### src/rtl/rst_seq_pkg.sv
// rst_seq_pkg: state encodings, parameter limits and width helper for rst_seq_sync
package rst_seq_pkg;
   typedef logic [1:0] state_t;
   localparam state_t ST_ASSERT  = 2'd0;
   localparam state_t ST_HOLD    = 2'd1;
   localparam state_t ST_RELEASE = 2'd2;
   localparam state_t ST_DONE    = 2'd3;
   localparam int MIN_SYNC_STAGES = 2;
   localparam int MIN_PARAM       = 1;
   function automatic int clog2(input int v);
      int r = 0;
      while ((1 << r) < v) r++;
      return r;
   endfunction
endpackage

### src/rtl/rst_seq_sync_if.sv
// rst_seq_sync_if: enable, optional sw request and sequenced reset outputs (RST_SEQ_SW_REQ_EN adds sw_rst_req)
interface rst_seq_sync_if #(parameter int NUM_CH = 4);
   logic              dest_clk_en;
`ifdef RST_SEQ_SW_REQ_EN
   logic              sw_rst_req;
`endif
   logic [NUM_CH-1:0] dest_rst_n;
   logic              rst_busy;
`ifdef RST_SEQ_SW_REQ_EN
   modport master(input dest_clk_en, sw_rst_req, output dest_rst_n, rst_busy);
   modport slave(output dest_clk_en, sw_rst_req, input dest_rst_n, rst_busy);
`else
   modport master(input dest_clk_en, output dest_rst_n, rst_busy);
   modport slave(output dest_clk_en, input dest_rst_n, rst_busy);
`endif
endinterface

### src/rtl/rst_sync_chain.sv
// rst_sync_chain: async-clear, enable-gated shift chain releasing sync_ok after SYNC_STAGES edges
module rst_sync_chain #(parameter int SYNC_STAGES = 2) (
   input  logic dest_clk,
   input  logic src_rst_n,
   input  logic en,
   output logic sync_ok
);
   logic [SYNC_STAGES-1:0] chain;
   always_ff @(posedge dest_clk or negedge src_rst_n)
      if (!src_rst_n) chain <= '0;
      else if (en) chain <= {chain[SYNC_STAGES-2:0], 1'b1};
   assign sync_ok = chain[SYNC_STAGES-1];
endmodule

### src/rtl/rst_seq_sync.sv
// rst_seq_sync: async-assert, sync-release reset sequencer releasing NUM_CH channels in order
// RST_SEQ_SW_REQ_EN enables the synchronous sw_rst_req re-reset input.
module rst_seq_sync
   import rst_seq_pkg::*;
#(
   parameter int SYNC_STAGES = 2,
   parameter int HOLD_CYCLES = 16,
   parameter int NUM_CH      = 4,
   parameter int CH_GAP      = 4
) (
   input logic                  dest_clk,
   input logic                  src_rst_n,
   rst_seq_sync_if.master       bus
);
   localparam int CW = clog2((HOLD_CYCLES > CH_GAP ? HOLD_CYCLES : CH_GAP) + 1);
   localparam int IW = clog2(NUM_CH + 1);
   if (SYNC_STAGES < MIN_SYNC_STAGES || HOLD_CYCLES < MIN_PARAM ||
       NUM_CH < MIN_PARAM || CH_GAP < MIN_PARAM) begin : g_param_err
      $error("rst_seq_sync: illegal parameter value");
   end
   state_t            state, state_nx;
   logic [CW-1:0]     cnt, cnt_nx;
   logic [IW-1:0]     ch_idx, ch_nx;
   logic [NUM_CH-1:0] rst_q, rst_nx;
   logic              busy_q, busy_nx;
   logic              sync_ok, sw, hold_end, gap_end, last, step;
`ifdef RST_SEQ_SW_REQ_EN
   assign sw = bus.sw_rst_req;
`else
   assign sw = 1'b0;
`endif
   rst_sync_chain #(.SYNC_STAGES(SYNC_STAGES)) u_sync (
      .dest_clk (dest_clk),
      .src_rst_n(src_rst_n),
      .en       (bus.dest_clk_en),
      .sync_ok  (sync_ok)
   );
   assign hold_end = cnt == CW'(HOLD_CYCLES - 1);
   assign gap_end  = cnt == CW'(CH_GAP - 1);
   assign last     = ch_idx == IW'(NUM_CH - 1);
   assign step     = (state == ST_HOLD && hold_end) || (state == ST_RELEASE && gap_end);
   always_ff @(posedge dest_clk or negedge src_rst_n)
      if (!src_rst_n) begin
         state  <= ST_ASSERT;
         cnt    <= '0;
         ch_idx <= '0;
         rst_q  <= '0;
         busy_q <= 1'b1;
      end else if (bus.dest_clk_en) begin
         state  <= state_nx;
         cnt    <= cnt_nx;
         ch_idx <= ch_nx;
         rst_q  <= rst_nx;
         busy_q <= busy_nx;
      end
   always_comb
      state_nx = sw                    ? ST_ASSERT :
                 state == ST_ASSERT    ? (sync_ok ? ST_HOLD : ST_ASSERT) :
                 state == ST_HOLD      ? (hold_end ? (NUM_CH == 1 ? ST_DONE : ST_RELEASE) : ST_HOLD) :
                 state == ST_RELEASE   ? (gap_end && last ? ST_DONE : ST_RELEASE) :
                                         ST_DONE;
   // channels release in order, so the output vector fills as a thermometer
   always_comb begin
      cnt_nx  = (sw || step || state == ST_ASSERT || state == ST_DONE) ? '0 : cnt + CW'(1);
      ch_nx   = sw ? '0 : state == ST_HOLD && hold_end ? IW'(1) :
                state == ST_RELEASE && gap_end ? ch_idx + IW'(1) : ch_idx;
      rst_nx  = sw ? '0 : step ? (rst_q << 1) | NUM_CH'(1) : rst_q;
      busy_nx = state_nx != ST_DONE;
   end
   assign bus.dest_rst_n = rst_q;
   assign bus.rst_busy   = busy_q;
endmodule

### src/flat_wrapper.sv
// flat-port wrapper written by rule: the top's interface ports become plain ports
module rst_seq_sync_flat import rst_seq_pkg::*;
#(
   parameter int SYNC_STAGES = 2,
   parameter int HOLD_CYCLES = 16,
   parameter int NUM_CH      = 4,
   parameter int CH_GAP      = 4
)
  (dest_clk, src_rst_n, bus_dest_clk_en, bus_dest_rst_n, bus_rst_busy);
  rst_seq_sync_if #(.NUM_CH(NUM_CH)) bus_i ();
  input logic dest_clk;
  input logic src_rst_n;
  input wire logic [$bits(bus_i.dest_clk_en)-1:0] bus_dest_clk_en;
  output wire logic [$bits(bus_i.dest_rst_n)-1:0] bus_dest_rst_n;
  output wire logic [$bits(bus_i.rst_busy)-1:0] bus_rst_busy;
  assign bus_i.dest_clk_en = bus_dest_clk_en;
  assign bus_dest_rst_n = bus_i.dest_rst_n;
  assign bus_rst_busy = bus_i.rst_busy;
  rst_seq_sync #(.SYNC_STAGES(SYNC_STAGES), .HOLD_CYCLES(HOLD_CYCLES), .NUM_CH(NUM_CH), .CH_GAP(CH_GAP)) u_core (.dest_clk(dest_clk), .src_rst_n(src_rst_n), .bus(bus_i));
endmodule
### config.mk
export PLATFORM = sky130hd
export DESIGN_NAME = rst_seq_sync_flat
export DESIGN_NICKNAME = d
export VERILOG_FILES = /design/src/rtl/rst_seq_pkg.sv /design/src/rtl/rst_seq_sync_if.sv /design/src/rtl/rst_sync_chain.sv /design/src/rtl/rst_seq_sync.sv /design/src/flat_wrapper.sv
export SDC_FILE = /design/constraint.sdc
export NUM_CORES = 1
export LEC_CHECK = 0
export ABC_AREA = 1
export CORE_MARGIN = 3
export CORE_UTILIZATION = 58
export CTS_BUF_LIST = sky130_fd_sc_hd__clkbuf_8
export CTS_CLUSTER_SIZE = 16
export DETAILED_ROUTE_END_ITERATION = 8
export MAX_ROUTING_LAYER = met4
export PLACE_DENSITY = 0.8
export SLEW_MARGIN = 20
export SYNTH_ARGS = -nofsm -noshare
export SYNTH_HDL_FRONTEND = slang
export SYNTH_SLANG_ARGS = --single-unit
export TNS_END_PERCENT = 20
### constraint.sdc
create_clock -name dest_clk -period 1.6 [get_ports dest_clk]
set_input_delay 0.32 -clock dest_clk [delete_from_list [all_inputs] [get_ports dest_clk]]
set_output_delay 0.32 -clock dest_clk [all_outputs]
set_load 0.1 [all_outputs]
==> flow_metrics.py <==
metrics = {
    "sta": {
        "worst_pin_slew_ps": 356.9,
        "min_period_over_period_pct": 95.46,
        "max_freq_mhz": 654.7,
        "rsz0062_at_grt": "yes",
        "clock_skew_ps": 2.494,
        "relSlewSlack_pct": 76.13,
        "hold_slack_ps": 392.3,
        "final_max_slew_viol_count": 0,
        "min_period_ps": 1527,
        "finalSetupViolations": 0,
        "hold_viol_final": 0,
    },
    "placement": {
        "place_area_mm2": 0.001026,
        "port_buffers": 7,
        "dp_hpwl_um": 1118,
        "gp_congestion": 0.8146,
        "dp_cells": 128,
    },
    "worst_setup_path": {
        "r2r-start": "u_core.cnt[1]",
        "critPathKind": "reg2reg",
        "crit_family": "simple AND/OR/NAND/NOR gates",
        "cp_slowest_cell": "dfrtp_1",
        "end_kind": "flop",
        "crit_required_ps": 1740,
        "worst_path_largest_cell_delay_ps": 420,
        "cp-start-kind": "flop",
        "crit_start": "u_core.cnt[1]",
        "critPathMaxFanout": 7,
        "reg2reg_slack_ps": 70,
        "crit_arrival_ps": 1670,
        "path_buf_inv": 0,
        "path_cells": "ha_4, nand2_2, nor2_2, ha_2, nand3_4, nand2_8, nand2_8, nand2_2, nand2_1",
    },
    "floorplanning": {
        "rows": 13,
        "ios": 8,
        "fp.dieArea_mm2": 0.002000,
        "initial_core_util_pct": 64.41,
        "die_w_um": 44.72,
        "fp.dieH_um": 44.72,
        "coreArea_mm2": 0.001350,
    },
    "drt": {
        "routed_via_density": 5.451,
        "wl_met2_um": 819,
        "drtPass1Iterations": 4,
        "num_vias": 725,
        "drt-total-wl_um": 1748,
        "met1_length_um": 777,
        "met3_length_um": 106,
        "wire_per_inst_um": 13.14,
        "drt_iter0_drc": 15,
        "drcViolationCount": 0,
        "maxUsedRoutingLayer": "met4",
        "antenna_left": 0,
    },
    "final_layout": {
        "layout_commonest_cell": "nand2_1",
        "antenna_cells": 0,
        "post-route-util_pct": 85.08,
        "fin_area_mm2": 0.001149,
        "post_route_cells_drive_above_1_share_pct": 32.20,
        "fill_cells": 72,
        "stdcell_count": 133,
        "multiInputGateArea_um2": 455.4,
        "final-seq-area_um2": 426.7,
        "area_growth_pct": 32.09,
        "most-common-layout-cells": "25 x nand2_1, 16 x dfrtp_1, 11 x inv_1",
        "num-nets-final": 126,
    },
    "logic_synthesis": {
        "syn-num-nets": 111,
        "synth_seq_area_share_pct": 49.06,
        "yosysUniqueCellTypes": 21,
        "syn_inst": 104,
        "ys_ff_latch": 17,
        "netlist_area_um2": 869.6,
        "yosys_warnings": 0,
        "synth.avg_cell_area_um2": 8.361,
    },
    "power": {
        "power_mw": 1.732,
        "clkPwrFrac_pct": 17.8,
        "intPower_mw": 0.9895,
        "p_leak_nw": 0.5626,
        "power.share.switching_pct": 42.89,
        "power_switching_mw": 0.7430,
        "seqPwrFrac_pct": 38.0,
        "p_comb_share_pct": 44.1,
        "ir_drop_v": 0.001332,
        "power.density_mw_per_mm2": 1508,
    },
    "global_route": {
        "first_global_vias": 623,
        "grt-ovfl-total": 0,
        "grt_pass1_wl_um": 2635,
        "antenna_found_initial": 0,
        "grt_max_degree": 18,
        "grt.total_usage_pct": 19.32,
    },
    "clock_network": {
        "path_clk_slew_ps": 60,
        "cts_made_buffers": 3,
        "cts.sinks": 17,
        "htree_num_levels": 1,
        "cts_hold_buf": 0,
        "cts_root_buf": "clkbuf_8",
        "tritoncts": "built",
        "ctsLongestPathBuffers": 2,
        "clock_latency_ps": 250,
    },
    "flow_run": {
        "cap_violations": 0,
    },
    "run_status": {
        "outcome": "completed",
    },
    "min_path": {
        "hold_class": "in2async",
    },
}
==> per-layer routing <==
metal  up-vias  track usage [%]
li1        352                -
met1       344            26.11
met2        21            25.21
met3         8            6.773
met4         0            10.24
met5         -                -
==> state kept, by name, summed over array words and instances (netlist names) <==
register and cells:
u_core.bus.dest_rst_n 4, u_core.u_sync.chain 2, u_core.bus.rst_busy 1, u_core.ch_idx 3
u_core.state 2, u_core.cnt 5
==> kinds of logic (layout without fill, tap and decap cells) <==
group | Yosys count | count (layout) | share of synthesized area, %
AOI/OAI and AO/OA | 6 | 6 | 3.885
xor gates and xnor gates | 2 | 2 | 2.015
adders and majority gates | 4 | 4 | 5.756
buffers and inverters | 15 | 29 | 6.618
DFF | 17 | 17 | 49.06
and+or+nand+nor | 60 | 60 | 32.66
==> worst reg2reg max path: stages (launching register included) <==
cell     delay (ps)
dfrtp_1         420
ha_4            170
nand2_2          50
nor2_2          100
ha_2            220
nand3_4         130
nand2_8         130
nand2_8          80
nand2_2          60
nand2_1          50
==> cell type report <==
class / count / share of cell area, %
clock inverter: 1 / 0.3268
inverter: 14 / 4.575
timing repair buffer: 11 / 13.07
tap: 15 / 1.634
clock buffer: 3 / 3.595
sequential: 17 / 37.15
multi-input combinational: 72 / 39.65
==> stage by stage <==
step | TNS (ps) | worst slack (ps)
3_3_place_gp | 0 | 63.60
4_1_cts | 0 | 19.56
2_1_floorplan | 0 | 184.3
5_1_grt | -67.32 | -33.88
6_report | 0 | 72.58
3_5_place_dp | 0 | 33.07
==> cell usage after synthesis (all sizes together) <==
cell	count	area, um^2
nor2	12	47.55
nand4	1	6.260
inv	14	52.55
dfrtp	16	400.4
o21ai	1	5.000
o31ai	1	7.510
ha	4	50.05
a31oi	1	6.260
dfstp	1	26.28
buf	1	5.000
nand2	34	145.1
or2	2	12.51
xor2	2	17.52
nand3	11	72.57
a21oi	3	15.01
==> repair_timing <==
| item | 4_1_cts | 5_1_grt |
|---|---|---|
| resized for setup | 1 | 18 |
| setup endpoints to repair | 1 | 14 |
| pin swaps | 0 | 9 |
| setup buffers | 0 | 1 |
==> power groups by stage <==
stage               logic (mW)  registers (mW)  clock network, mW
floorplan                0.226           0.864                  0
CTS                      0.703           0.641              0.316
detailed placement       0.694           0.645                  0
global placement         0.681           0.642                  0
finish                   0.765           0.659              0.309
global route             0.823           0.672              0.335
==> worst paths after layout <==
check | cells past startpoint | to
worst max-delay path | 9 | u_core.bus.dest_rst_n[3]
worst min-delay path | 2 | u_core.state[1]
worst max register to register | 9 | u_core.bus.dest_rst_n[3]
worst min register to register | 1 | u_core.u_sync.chain[0]
max in group asynchronous | 2 | u_core.bus.rst_busy
min in group dest_clk | 1 | u_core.u_sync.chain[0]
Note: power is estimated with default switching activity, not from simulation.
